**src/rtl/axi_cnt_bridge.sv**
```systemverilog
// axi_cnt_bridge: AXI4-Lite slave that forwards reads to per-channel external counters,
// with a per-channel timeout and a W1C sticky timeout STATUS register.
module axi_cnt_bridge #(
  parameter int NCH      = 4,
  parameter int CH_SHIFT = 16,
  parameter int TIMEOUT  = 1024
) (
  input  logic              clock,
  input  logic              reset,
  input  logic              io_in_awvalid,
  output logic              io_in_awready,
  input  logic [31:0]       io_in_awaddr,
  input  logic              io_in_wvalid,
  output logic              io_in_wready,
  input  logic [31:0]       io_in_wdata,
  input  logic [3:0]        io_in_wstrb,
  output logic              io_in_bvalid,
  input  logic              io_in_bready,
  output logic [1:0]        io_in_bresp,
  input  logic              io_in_arvalid,
  output logic              io_in_arready,
  input  logic [31:0]       io_in_araddr,
  output logic              io_in_rvalid,
  input  logic              io_in_rready,
  output logic [31:0]       io_in_rdata,
  output logic [1:0]        io_in_rresp,
  output logic [NCH-1:0]    ext_req,
  output logic [NCH*32-1:0] ext_addr,
  input  logic [NCH*32-1:0] ext_data,
  input  logic [NCH-1:0]    ext_ack
);
  localparam int CW = NCH > 1 ? $clog2(NCH) : 1;
  localparam logic [31:0] OFF_MASK = (32'h1 << CH_SHIFT) - 32'h1;
  typedef enum logic [1:0] {IDLE, EXT_WAIT, RRESP, BRESP} state_t;
  state_t            r_state;
  logic [CW-1:0]     r_ch;
  logic [15:0]       r_cnt;
  logic [NCH-1:0]    r_to;
  logic [NCH-1:0]    r_ext_req;
  logic [NCH*32-1:0] r_ext_addr;
  logic [31:0]       r_rdata;
  logic [1:0]        r_rresp;
  logic [1:0]        r_bresp;
  logic              w_idle;
  logic              w_ar;
  logic              w_aw;
  logic [CW-1:0]     w_ch;
  logic [31:0]       w_hi;
  logic              w_bad;
  logic              w_ack;
  logic              w_tmo;
  logic              w_unused;
  assign w_idle   = r_state == IDLE;
  // ready is masked by reset so it is low during reset yet usable on the first edge after
  assign io_in_arready = w_idle & ~reset;
  assign io_in_awready = w_idle & ~reset & io_in_awvalid & io_in_wvalid & ~io_in_arvalid;
  assign io_in_wready  = io_in_awready;
  assign io_in_rvalid  = r_state == RRESP;
  assign io_in_bvalid  = r_state == BRESP;
  assign io_in_rdata   = r_rdata;
  assign io_in_rresp   = r_rresp;
  assign io_in_bresp   = r_bresp;
  assign ext_req  = r_ext_req;
  assign ext_addr = r_ext_addr;
  assign w_ar  = io_in_arvalid & io_in_arready;
  assign w_aw  = io_in_awvalid & io_in_awready;
  assign w_ch  = io_in_araddr[CH_SHIFT +: CW];
  assign w_hi  = {1'b0, io_in_araddr[30:0]} >> (CH_SHIFT + CW);
  assign w_bad = (w_hi != 32'h0) || (32'(w_ch) >= 32'(NCH));
  assign w_ack = ext_ack[r_ch];
  assign w_tmo = r_cnt == 16'(TIMEOUT - 1);
  assign w_unused = ^{io_in_awaddr[30:0], io_in_wstrb[3:1], io_in_wdata};
  always_ff @(posedge clock or posedge reset)
    if (reset) begin
      r_state    <= IDLE;
      r_ch       <= '0;
      r_cnt      <= '0;
      r_to       <= '0;
      r_ext_req  <= '0;
      r_ext_addr <= '0;
      r_rdata    <= '0;
      r_rresp    <= '0;
      r_bresp    <= '0;
    end else begin
      case (r_state)
        IDLE:
          if (w_ar) begin
            if (io_in_araddr[31]) begin
              r_rdata <= 32'(r_to);
              r_rresp <= 2'b00;
              r_state <= RRESP;
            end else if (w_bad) begin
              r_rdata <= '0;
              r_rresp <= 2'b11;
              r_state <= RRESP;
            end else begin
              r_ch                        <= w_ch;
              r_ext_req[w_ch]             <= 1'b1;
              r_ext_addr[32*w_ch +: 32]   <= io_in_araddr & OFF_MASK;
              r_cnt                       <= '0;
              r_state                     <= EXT_WAIT;
            end
          end else if (w_aw) begin
            r_bresp <= io_in_awaddr[31] ? 2'b00 : 2'b10;
            if (io_in_awaddr[31] && io_in_wstrb[0]) r_to <= r_to & ~io_in_wdata[NCH-1:0];
            r_state <= BRESP;
          end
        // an ack in the final counted cycle is tested first, so it beats the timeout
        EXT_WAIT:
          if (w_ack) begin
            r_rdata   <= ext_data[32*r_ch +: 32];
            r_rresp   <= 2'b00;
            r_ext_req <= '0;
            r_state   <= RRESP;
          end else if (w_tmo) begin
            r_rdata    <= '0;
            r_rresp    <= 2'b10;
            r_ext_req  <= '0;
            r_to[r_ch] <= 1'b1;
            r_state    <= RRESP;
          end else r_cnt <= r_cnt + 16'h1;
        RRESP: if (io_in_rready) r_state <= IDLE;
        BRESP: if (io_in_bready) r_state <= IDLE;
      endcase
    end
endmodule
```
**config.mk**
```make
export PLATFORM = sky130hd
export DESIGN_NAME = axi_cnt_bridge
export DESIGN_NICKNAME = d
export VERILOG_FILES = /design/src/rtl/axi_cnt_bridge.sv
export SDC_FILE = /design/constraint.sdc
export NUM_CORES = 1
export LEC_CHECK = 0
export CORE_AREA = 2 2 159 161
export DETAILED_ROUTE_END_ITERATION = 10
export DIE_AREA = 0 0 161 163
export SLEW_MARGIN = 0
export SYNTH_ARGS = -nofsm -noshare
export SYNTH_HDL_FRONTEND = slang
export SYNTH_SLANG_ARGS = --single-unit
```
**constraint.sdc**
```tcl
create_clock -name clock -period 4.53 [get_ports clock]
set_input_delay 0.453 -clock clock [delete_from_list [all_inputs] [get_ports clock]]
set_output_delay 0.453 -clock clock [all_outputs]
set_load 0.02 [all_outputs]
```
### Word-level counts from Yosys, hierarchy flattened

Cells that the tools add are included.

* register bits after elaboration: 192
* input bits: 239
* logic and storage cells: 110

* add/sub/neg operators: 2
* magnitude comparators: 4
* equality and inequality tests: 18
* shift operators: 3
* multiplexer cells: 46
* bitwise operators: 15
* reductions and logical operators: 13

Operators with widths (number)
* $mux W32: 5
* $bwmux W128: 1
* $shift A32 B34 Y128 const A: 1
* $shiftx A128 B8 Y32: 1
* $shiftx A32 B34 Y128: 1
* $mux W16: 5
* $pmux W32 S2: 1
* $mux W4: 10
* $neg A7 Y34: 1
* $pmux W16 S2: 1
* $reduce_bool A32 Y1: 1
* $mux W2: 13
* $add A16 B1 Y16 const B: 1
* $eq A16 B10 Y1 const B: 1
* $pmux W4 S2: 2
* $ne A2 B2 Y1 const B: 6
* $reduce_and A4 Y1: 3
* $reduce_and A6 Y1: 2
* $ne A2 B1 Y1 const B: 5
* $or A4 B4 Y4: 2
* $pmux W2 S4: 1
* $and A1 B1 Y1: 6
* $lt A2 B3 Y1 const B: 2
* $not A1 Y1: 5
* other kinds (17): 24

### Depth between registers and ports, before layout

Gate-level depths: netlist (run 1).

* depth in word-level cells: 9
* depth in mapped cells: 8

### Worst setup path after synthesis (run 1)

No wires, ideal clock.

* kind: flip-flop to flip-flop
* start point: register r_state[1]
* end point: register r_ext_addr[106] (netlist: ext_addr[106])
* library setup time: 0.083 ns
* data arrival time: 2.096 ns
* data required time: 4.447 ns
* setup slack: 2.352 ns
* cell stages (with the launch flop): 8
* buffers on the path: 2
* period minus slack after synthesis: 2.178 ns
* cells stage by stage: dfrtp_1 > clkbuf_1 > nor3_2 > nand4_1 > nor3_1 > clkbuf_1 > nand3_1 > o21ai_0

* word-level cells in the longest chain between the ends: 4

Ends and longest elaborated chain
* start: declaration: line 35 `state_t r_state;`
* start signal: assignment: line 75 `r_state <= IDLE;`
* start signal: assignment: line 91 `r_state <= RRESP;`
* start signal: assignment: line 95 `r_state <= RRESP;`
* $logic_not A2 Y1: line 53 `assign w_idle = r_state == IDLE;`
* $and A1 B1 Y1: line 55 `assign io_in_arready = w_idle & ~reset;`
* net io_in_arready: line 21 `output logic io_in_arready,`
* $and A1 B1 Y1: line 65 `assign w_ar = io_in_arvalid & io_in_arready;`
* $reduce_and A4 Y1 (no source line)
* end signal: indexed assignment: line 99 `r_ext_addr[32*w_ch +: 32] <= io_in_araddr & OFF_MASK;`
* end: declaration: line 40 `logic [NCH*32-1:0] r_ext_addr;`

The timed path passes the listed nets, and every way through them passes these cells.
A chain may end at the register's enable or synchronous reset.

### Worst setup path in the final report (run 1)

* start point: input port reset
* end point: output port io_in_awready

* word-level cells in the longest chain between the ends: 5

Ends and longest elaborated chain
* start: declaration: line 9 `input logic reset,`
* $not A1 Y1: line 56 `assign io_in_awready = w_idle & ~reset & io_in_awvalid & io_in_wvalid & ~io_in_arvalid;`
* $and A1 B1 Y1 (4 in a row): line 56
* end: declaration: line 11 `output logic io_in_awready,`

No other way between the ends.

==> results of run 1 <==
## final timing paths
check | startpoint | end | slack, ns | cells after the start
min in group asynchronous | reset | r_state[1]$_DFFE_PP0P_ | 0.65 | 2
worst max-delay path | reset | io_in_awready | 1.81 | 4
worst min register to register | io_in_rdata[19]$_DFFE_PP0P_ | io_in_rdata[19]$_DFFE_PP0P_ | 0.50 | 1
worst max register to register | r_cnt[0]$_DFFE_PP0P_ | io_in_rdata[12]$_DFFE_PP0P_ | 1.96 | 7
worst min-delay path | io_in_rdata[19]$_DFFE_PP0P_ | io_in_rdata[19]$_DFFE_PP0P_ | 0.50 | 1
max in group asynchronous | reset | io_in_rdata[6]$_DFFE_PP0P_ | 2.91 | 3
## cell usage in the layout, fill, tap and decap left out, drive strengths merged, types with 6 or more instances in the layout
| master | netlist | routed |
|---|---|---|
| nand3 | 80 | 80 |
| clkinv | 0 | 7 |
| dfrtp | 127 | 127 |
| a22o | 30 | 30 |
| nor2 | 24 | 24 |
| nor3 | 20 | 20 |
| o21ai | 69 | 69 |
| a21oi | 6 | 6 |
| inv | 74 | 75 |
| nand2 | 16 | 16 |
| mux2 | 6 | 6 |
| xnor2 | 8 | 8 |
| clkdlybuf4s50 | 0 | 284 |
| ha | 8 | 8 |
| buf | 76 | 13 |
| mux4 | 33 | 33 |
| conb | 1 | 65 |
| clkbuf | 29 | 18 |
## power groups by stage
stage	Sequential, mW	Combinational (mW)	Clock (mW)
after floorplan	1.51	0.480	0
after global placement	1.39	1.07	0
after detailed placement	1.40	1.07	0
after CTS	1.38	1.08	1.40
after global routing	1.40	1.14	1.45
final	1.38	1.06	1.36
## per-stage QoR
step,hold slack [ns],std cells
finish,0.4998,1271
global route,0.5140,1271
detailed placement,0.4869,1240
global placement,0.4843,1240
CTS,0.5069,1271
floorplan,0.4668,718
## flip-flops by register name (all words and copies together), names as in the netlist
name	flops
ext_addr	64
io_in_rdata	32
r_cnt	16
ext_req	4
r_to	4
io_in_rresp	2
r_ch	2
r_state	2
io_in_bresp	1
## critical path: stages
cell	delay [ns]
clkdlybuf4s50_1	0.49
nor3_2	0.25
and4b_1	0.41
clkdlybuf4s50_1	0.66
## layer usage
layer	wire length (um)	share of wire, %
met1	8888	41
met2	10630	49
met3	1721	8.0
met4	266	1.2
met5	0	0
## logic make-up after synthesis
family	after synthesis	share of synthesized area, %
muxes	43	12.53
AOI/OAI and AO/OA	114	10.39
and+or+nand+nor	171	13.78
DFF	127	46.38
xor gates and xnor gates	11	1.406
buffers and inverters	179	14.00
adders and majority gates	8	1.461
other	1	0.05472
## final cells by class
cell class	instances	area (sq um)
inverter	74	282.8
sequential	127	3179
multi-input combinational	412	3000
clock inverter	13	141.4
clock buffer	18	439.2
tap	330	412.9
timing repair buffer	297	2940
fill	2399	14280
==> flow_metrics.py, run 1 <==
metrics = {
    "die": {
        "start_util_pct": 27.77,
        "io_pins": 412,
        "rows": 58,
        "die_h_um": 163,
        "die_width_um": 161,
        "die_area_sq_mm": 0.02624,
        "core_area_sq_mm": 0.02467,
    },
    "place": {
        "hpwl_um": 15780,
        "gp_congestion": 0.7433,
        "io_buffers": 284,
        "placed_cell_area_sq_mm": 0.009816,
        "place_worst_setup_slack_ns": 1.422,
    },
    "clock_network": {
        "cts_max_level": 4,
        "clock_latency_ns": 0.42,
        "cts_buffer_depth": 2,
        "path_clk_slew_ns": 0.06,
        "cts_buffers": 17,
        "ctsHoldBuffers": 0,
        "ctsResizeCount": 0,
        "cts_root_buf": "clkbuf_16",
        "cts_tree": "yes",
        "post_cts_buffers": 0,
        "clkSinkCount": 127,
    },
    "synth": {
        "synthFlopType": "dfrtp_1",
        "synth_warnings": 0,
        "ys_async_sr_fraction_pct": 100.0,
        "ys_seq_area_share_pct": 46.38,
        "yosys-top-cells-count": "127 x dfrtp_1, 80 x nand3_1, 74 x inv_1",
        "synthTopCellsByArea": "dfrtp_1 46%, mux4_2 11%, buf_4 7.3%",
        "post-synth-top-count-cell": "dfrtp_1",
        "synth_area_per_cell_sq_um": 10.48,
        "synth_edf_count": 0,
        "synthCells": 654,
        "yosys_register_bits": 127,
        "syn_area_sq_mm": 0.006853,
        "synth_cell_types": 49,
        "synth_top_area_cell": "dfrtp_1",
        "yosys.area.top_type_share_pct": 46.38,
    },
    "power_and_ir_drop": {
        "power_switching_mw": 1.165,
        "ir_drop_uv": 202.7,
        "p_per_area_mw_per_mm2": 365.9,
        "power.share.combinational_pct": 27.9,
        "clkPwrFrac_pct": 35.8,
        "p_int_mw": 2.639,
        "leakage_nw": 4.510,
        "pwr-share-seq_pct": 36.3,
        "power_mw": 3.804,
        "switching_share_pct": 30.62,
    },
    "timing": {
        "setup_tns_ns": 0,
        "worst_pin_slew_ns": 1.153,
        "maxSlewHeadroom_pct": 23.14,
        "period_needed_ns": 2.722,
        "hold_viol_final": 0,
        "period_share_pct": 60.08,
        "worst_slack_ns": 1.808,
        "setup_viol": 0,
        "fmax_mhz": 367.4,
        "rsz0062_at_grt": "no",
        "slew_violations": 0,
        "fin_worst_skew_ns": 0.01372,
    },
    "critical_path": {
        "critical_path.endpoint_type": "output port",
        "start_kind": "input port",
        "cp.required_ns": 4.08,
        "cp_data_arrival_time_ns": 2.27,
        "critical_path_class": "input port to output port",
        "crit_fanout": 6,
    },
    "grt": {
        "grt_max_degree": 98,
        "busiest_layer": "met2",
        "antenna_found_initial": 0,
        "overflow": 0,
        "grt_pass1_vias": 5804,
        "grt_usage_pct": 16.03,
        "met3_usage_pct": 4.635,
        "grt_use_met2_pct": 27.39,
        "grt_pass1_wl_um": 32660,
        "met1_usage_pct": 19.82,
    },
    "final_layout": {
        "syn2layout_area_growth_pct": 51.71,
        "final_area_sq_mm": 0.01040,
        "layout-drive-gt1-share_pct": 11.58,
        "antenna_cells": 0,
        "final_util_pct": 42.13,
        "nets": 1176,
    },
    "run_status": {
        "status": "complete, no violations",
    },
    "drt": {
        "wirelength_um": 21510,
        "drtIter0Drc": 289,
        "vias_per_cell": 4.521,
        "dr.pass1.iters": 5,
        "drt-wirelength-per-cell_um": 16.92,
        "drtAntennaViolNets": 0,
        "vias": 5746,
        "drcViolationCount": 0,
    },
    "flow_run": {
        "cap_violations": 0,
    },
    "worst_hold_path": {
        "hold_class": "flop to flop",
    },
}
Power figures use the tool's default switching activity.
==> run 2, diff against run 1 <==
Settings changed: PLACE_DENSITY from default to 0.65.
Clock period 4.53 ns to 2.45 ns, I/O delays scaled along.
==> run 2 against run 1 <==
Against the previous run:
- clock skew down 0.0063 ns
- largest power group unchanged
- cell count up 1.3%
- non-clock buffer count rose by 15
- sequential power up 85%
- critical path depth rose by 3
- wire length is 1.9% lower
- global-route usage shrank 0.23 points
- clock power rose by 82%
- die area is the same
- highest routed layer unchanged
==> flow_metrics.py, run 2 (synthesized netlist as in run 1, its figures left out) <==
metrics = {
    "run_status": {
        "status": "complete, no violations",
    },
    "die": {
        "rows": 58,
        "io_pins": 412,
        "die_area_sq_mm": 0.02624,
        "start_util_pct": 27.77,
        "die_width_um": 161,
        "die_h_um": 163,
        "core_area_sq_mm": 0.02467,
    },
    "timing": {
        "fin_worst_skew_ns": 0.007412,
        "slew_violations": 0,
        "setup_tns_ns": 0,
        "hold_viol_final": 0,
        "setup_viol": 0,
        "period_share_pct": 91.11,
        "rsz0062_at_grt": "no",
        "fmax_mhz": 448.0,
        "period_needed_ns": 2.232,
        "worst_slack_ns": 0.2178,
        "worst_pin_slew_ns": 0.6495,
        "maxSlewHeadroom_pct": 56.70,
    },
    "final_layout": {
        "antenna_cells": 0,
        "layout-drive-gt1-share_pct": 12.85,
        "layoutNonFillerInstCount": 1287,
        "fillers": 2382,
        "final_area_sq_mm": 0.01063,
        "nets": 1191,
        "largest_reg_flops": 64,
        "mostFrequentLayoutCell": "clkdlybuf4s50_1",
        "ff_latch_area_sq_mm": 0.003179,
        "final_cell_mix": "282 x clkdlybuf4s50_1, 126 x dfrtp_1, 80 x nand3_1, 73 x inv_1, 69 x o21ai_0",
        "syn2layout_area_growth_pct": 55.07,
        "multi_input_area_sq_mm": 0.003000,
    },
    "critical_path": {
        "critical_path_class": "flop to flop",
        "rr_startpoint": "r_cnt[14]$_DFFE_PP0P_",
        "rrSetupSlack_ns": 0.22,
        "crit_fanout": 27,
        "crit_start": "r_cnt[14]$_DFFE_PP0P_",
        "worst-r2r-cell-count": 7,
        "crit_end": "io_in_rdata[19]$_DFFE_PP0P_",
        "start_kind": "flop",
        "cp_data_arrival_time_ns": 2.52,
        "cp.required_ns": 2.74,
        "critical_path.endpoint_type": "flop",
        "r2r-end": "io_in_rdata[19]$_DFFE_PP0P_",
    },
    "drt": {
        "dr.pass1.iters": 5,
        "drtAntennaViolNets": 0,
        "vias_per_cell": 4.476,
        "drt-wirelength-per-cell_um": 16.40,
        "drtIter0Drc": 214,
        "vias": 5760,
        "drcViolationCount": 0,
        "wirelength_um": 21110,
    },
    "clock_network": {
        "cts_buffers": 17,
        "cts_root_buf": "clkbuf_16",
        "clkSinkCount": 127,
        "clock_latency_ns": 0.41,
        "cts_max_level": 4,
        "path_clk_slew_ns": 0.06,
        "cts_tree": "yes",
        "cts_buffer_depth": 2,
    },
    "place": {
        "gp_congestion": 0.8000,
        "place_worst_setup_slack_ns": 0.1048,
        "io_buffers": 284,
        "placed_cell_area_sq_mm": 0.01004,
        "hpwl_um": 15670,
        "dp_cells": 1255,
    },
    "grt": {
        "grt_pass1_vias": 5631,
        "antenna_found_initial": 0,
        "grt_max_degree": 71,
        "grt_pass1_wl_um": 32170,
        "grt_usage_pct": 15.80,
        "overflow": 0,
    },
    "power_and_ir_drop": {
        "leakage_nw": 4.652,
        "p_per_area_mw_per_mm2": 666.3,
        "ir_drop_uv": 367.5,
    },
    "flow_run": {
        "cap_violations": 0,
    },
    "worst_hold_path": {
        "hold_class": "input port to asynchronous set/reset pin",
    },
}
## run 2: cell types whose count changed in the layout (fill, tap and decap cells not counted), moves of 2 or more
cell | before | now
buf_12 | 0 | 9
buf_4 | 13 | 19
clkbuf_8 | 1 | 5
clkbuf_1 | 0 | 2
clkdlybuf4s50_1 | 284 | 282
clkinv_4 | 4 | 2
dlymetal6s2s_1 | 0 | 2
inv_6 | 2 | 0
## run 2: through the flow
stage | util [%] | hold slack [ns] | power, mW
finish | 43.07 | 0.3379 | 7.080
global route | 43.07 | 0.3669 | 7.420
CTS | 43.05 | 0.3622 | 7.196
detailed placement | 40.69 | 0.4866 | 4.673
global placement | 40.69 | 0.4873 | 4.639
floorplan | - | 0.3300 | 3.676
## run 2: worst min-delay path by stage
stage	end	cells after the start	startpoint
6_report	r_state[1]$_DFFE_PP0P_	3	reset
5_1_grt	r_state[1]$_DFFE_PP0P_	3	reset
4_1_cts	r_state[1]$_DFFE_PP0P_	3	reset
3_5_place_dp	r_to[1]$_DFFE_PP0P_	1	r_to[1]$_DFFE_PP0P_
3_3_place_gp	io_in_rdata[25]$_DFFE_PP0P_	1	io_in_rdata[25]$_DFFE_PP0P_
2_1_floorplan	io_in_bresp[1]$_DFFE_PP0P_	1	io_in_awaddr[31]
## run 2: critical path, stage by stage (launching register included)
cell	delay (ns)
dfrtp_1	0.40
or4_4	0.58
nor4_4	0.28
o21a_4	0.23
nor2_2	0.07
buf_12	0.14
buf_12	0.15
a22o_1	0.24
## run 2: what timing repair did
item                       in CTS  in global routing
buffers inserted                0                  0
gates resized for setup         0                  2
hold buffers                    0                  0
setup endpoints to repair       0                  2
## run 2: final cells by class
| type | instances | share of cell area, % |
|---|---|---|
| clock buffer | 24 | 4.722 |
| clock inverter | 8 | 0.7536 |
| inverter | 74 | 2.649 |
| multi-input combinational | 412 | 28.24 |
| sequential | 127 | 29.92 |
| tap | 330 | 3.886 |
| timing repair buffer | 312 | 29.84 |
## run 2: power breakdown
part	internal, mW	leakage [nW]	switching (mW)	total [mW]
Clock	1.53	0.278	0.939	2.47
Combinational	1.08	3.00	0.981	2.06
Sequential	2.36	1.37	0.192	2.55
## run 2: routing by layer
metal	vias up	track usage [%]	share of wire (%)	routed length, um
li1	2726	-	-	-
met1	2800	19.73	42	8809
met2	222	26.73	49	10440
met3	12	5.144	8.0	1693
met4	0	3.531	0.81	170
met5	-	0	0	0
==> run 3, diff against run 2 <==
Settings changed: CORE_AREA 2 2 159 161 to 2 2 160 162, DIE_AREA 0 0 161 163 to 0 0 162 164, DONT_BUFFER_PORTS from default to 1, PLACE_DENSITY 0.65 to default.
==> run 3 against run 2 <==
Against the previous run:
- fmax rose by 2.2%
- clock-buffer cell count fell by 5
- clock skew rose by 0.0028 ns
- first-iteration DRC count rose by 54%
- hold slack got worse by 0.31 ns
- core utilization fell by 11 points
- die area rose by 1.2%
- largest cell class unchanged
- highest routed layer unchanged
==> flow_metrics.py, run 3 (synthesized netlist as in run 1, its figures left out) <==
metrics = {
    "run_status": {
        "status": "complete, no violations",
    },
    "worst_hold_path": {
        "min_from": "io_in_araddr[9]",
        "hold_class": "input port to flop",
    },
    "critical_path": {
        "cp_data_arrival_time_ns": 2.49,
        "worstPathCellList": "mux4_2, o21a_4, nor2_2, buf_12, mux2_2",
        "critical-path-max-stage-delay_ns": 0.66,
        "cpLargestDelayFamily": "multiplexers",
        "cp_num_buf_inv": 1,
        "crit_start": "r_ch[0]$_DFFE_PP0P_",
        "cp_slowest_cell": "mux4_2",
        "cp.required_ns": 2.75,
        "critical_path.endpoint_type": "flop",
        "start_kind": "flop",
        "crit_fanout": 32,
        "rr_startpoint": "r_ch[0]$_DFFE_PP0P_",
        "critical_path_class": "flop to flop",
    },
    "drt": {
        "drcViolationCount": 0,
        "dr.pass1.iters": 4,
        "wirelength_um": 19150,
        "vias_per_cell": 4.748,
        "drtIter0Drc": 330,
        "drtAntennaViolNets": 0,
        "vias": 4843,
        "drt-wirelength-per-cell_um": 18.78,
    },
    "power_and_ir_drop": {
        "power.share.combinational_pct": 15.8,
        "switching_share_pct": 32.91,
        "power_mw": 6.298,
        "power_switching_mw": 2.073,
        "clkPwrFrac_pct": 38.5,
        "pwr-share-seq_pct": 45.7,
        "p_int_mw": 4.225,
        "leakage_nw": 3.529,
        "ir_drop_uv": 332.3,
        "p_per_area_mw_per_mm2": 797.2,
    },
    "timing": {
        "period_needed_ns": 2.185,
        "setup_viol": 0,
        "whs_ns": 0.02758,
        "fmax_mhz": 457.7,
        "period_share_pct": 89.18,
        "hold_viol_final": 0,
        "worst_slack_ns": 0.2650,
        "setup_tns_ns": 0,
        "maxSlewHeadroom_pct": 56.96,
        "worst_pin_slew_ns": 0.6443,
        "rsz0062_at_grt": "no",
        "slew_violations": 0,
        "fin_worst_skew_ns": 0.01024,
    },
    "place": {
        "place_worst_setup_slack_ns": 0.2723,
        "gp_congestion": 0.7698,
        "dp_cells": 966,
        "io_buffers": 0,
        "placed_cell_area_sq_mm": 0.007122,
        "hpwl_um": 13850,
    },
    "clock_network": {
        "cts_max_level": 4,
        "cts_root_buf": "clkbuf_16",
        "clock_latency_ns": 0.42,
        "path_clk_slew_ns": 0.06,
        "ctsResizeCount": 0,
        "cts_buffer_depth": 2,
        "clkSinkCount": 127,
        "cts_tree": "yes",
        "cts_buffers": 17,
    },
    "final_layout": {
        "antenna_cells": 0,
        "mostFrequentLayoutCell": "dfrtp_1",
        "final_area_sq_mm": 0.007900,
        "final_util_pct": 31.83,
        "syn2layout_area_growth_pct": 15.28,
        "largest_reg_flops": 64,
        "nets": 924,
        "layoutNonFillerInstCount": 1020,
        "final_cell_mix": "126 x dfrtp_1, 80 x nand3_1, 73 x inv_1, 69 x o21ai_0, 65 x conb_1",
        "fillers": 2555,
        "layout-drive-gt1-share_pct": 17.25,
    },
    "die": {
        "core_area_sq_mm": 0.02482,
        "io_pins": 412,
        "rows": 58,
        "start_util_pct": 27.61,
        "die_width_um": 162,
        "die_area_sq_mm": 0.02657,
        "die_h_um": 164,
    },
    "grt": {
        "grt_pass1_wl_um": 28240,
        "grt_max_degree": 59,
        "antenna_found_initial": 0,
        "grt_usage_pct": 14.16,
        "grt_pass1_vias": 4821,
        "overflow": 0,
    },
    "flow_run": {
        "cap_violations": 0,
    },
}
## run 3: cell type report
type	instances	area [sq um]	area share (%)
inverter	74	281.5	3.564
sequential	127	3179	40.24
timing repair buffer	45	467.9	5.923
multi-input combinational	412	3000	37.98
clock inverter	13	115.1	1.457
clock buffer	19	442.9	5.607
tap	330	412.9	5.226
## run 3: worst paths after layout
kind,end,slack [ns],cells past startpoint
max,io_in_rdata[2]$_DFFE_PP0P_,0.26,5
max in group asynchronous,io_in_rdata[30]$_DFFE_PP0P_,1.32,3
min,ext_addr[41]$_DFFE_PP0P_,0.03,2
min reg2reg,r_to[1]$_DFFE_PP0P_,0.51,1
min in group asynchronous,ext_addr[45]$_DFFE_PP0P_,0.39,2
max reg2reg,io_in_rdata[2]$_DFFE_PP0P_,0.26,5
## run 3: metal layers
metal,track usage (%),part of all wire (%),vias up
met2,22.21,48,236
li1,-,-,2190
met5,0,0,-
met4,4.666,1.2,0
met3,4.874,9.1,17
met1,18.34,42,2400
## run 3: power by group through the flow
stage / logic (mW) / registers, mW / clock network, mW
after floorplan: 0.887 / 2.79 / 0
after global placement: 0.946 / 2.91 / 0
after detailed placement: 0.956 / 2.92 / 0
after CTS: 1.01 / 2.88 / 2.51
after global routing: 1.10 / 2.91 / 2.59
final: 0.997 / 2.88 / 2.42
## run 3: what timing repair did
item	CTS	global route
hold endpoints to repair	92	0
hold buffers	22	0
setup buffers	0	0
## run 3: worst register-to-register path, delay by kind of cell (launching register included)
kind                   cells  cell delay, ns
AOI/OAI and AO/OA          1            0.31
buffers and inverters      1            0.21
muxes                      2            1.03
DFF                        1            0.37
and+or+nand+nor            1            0.16
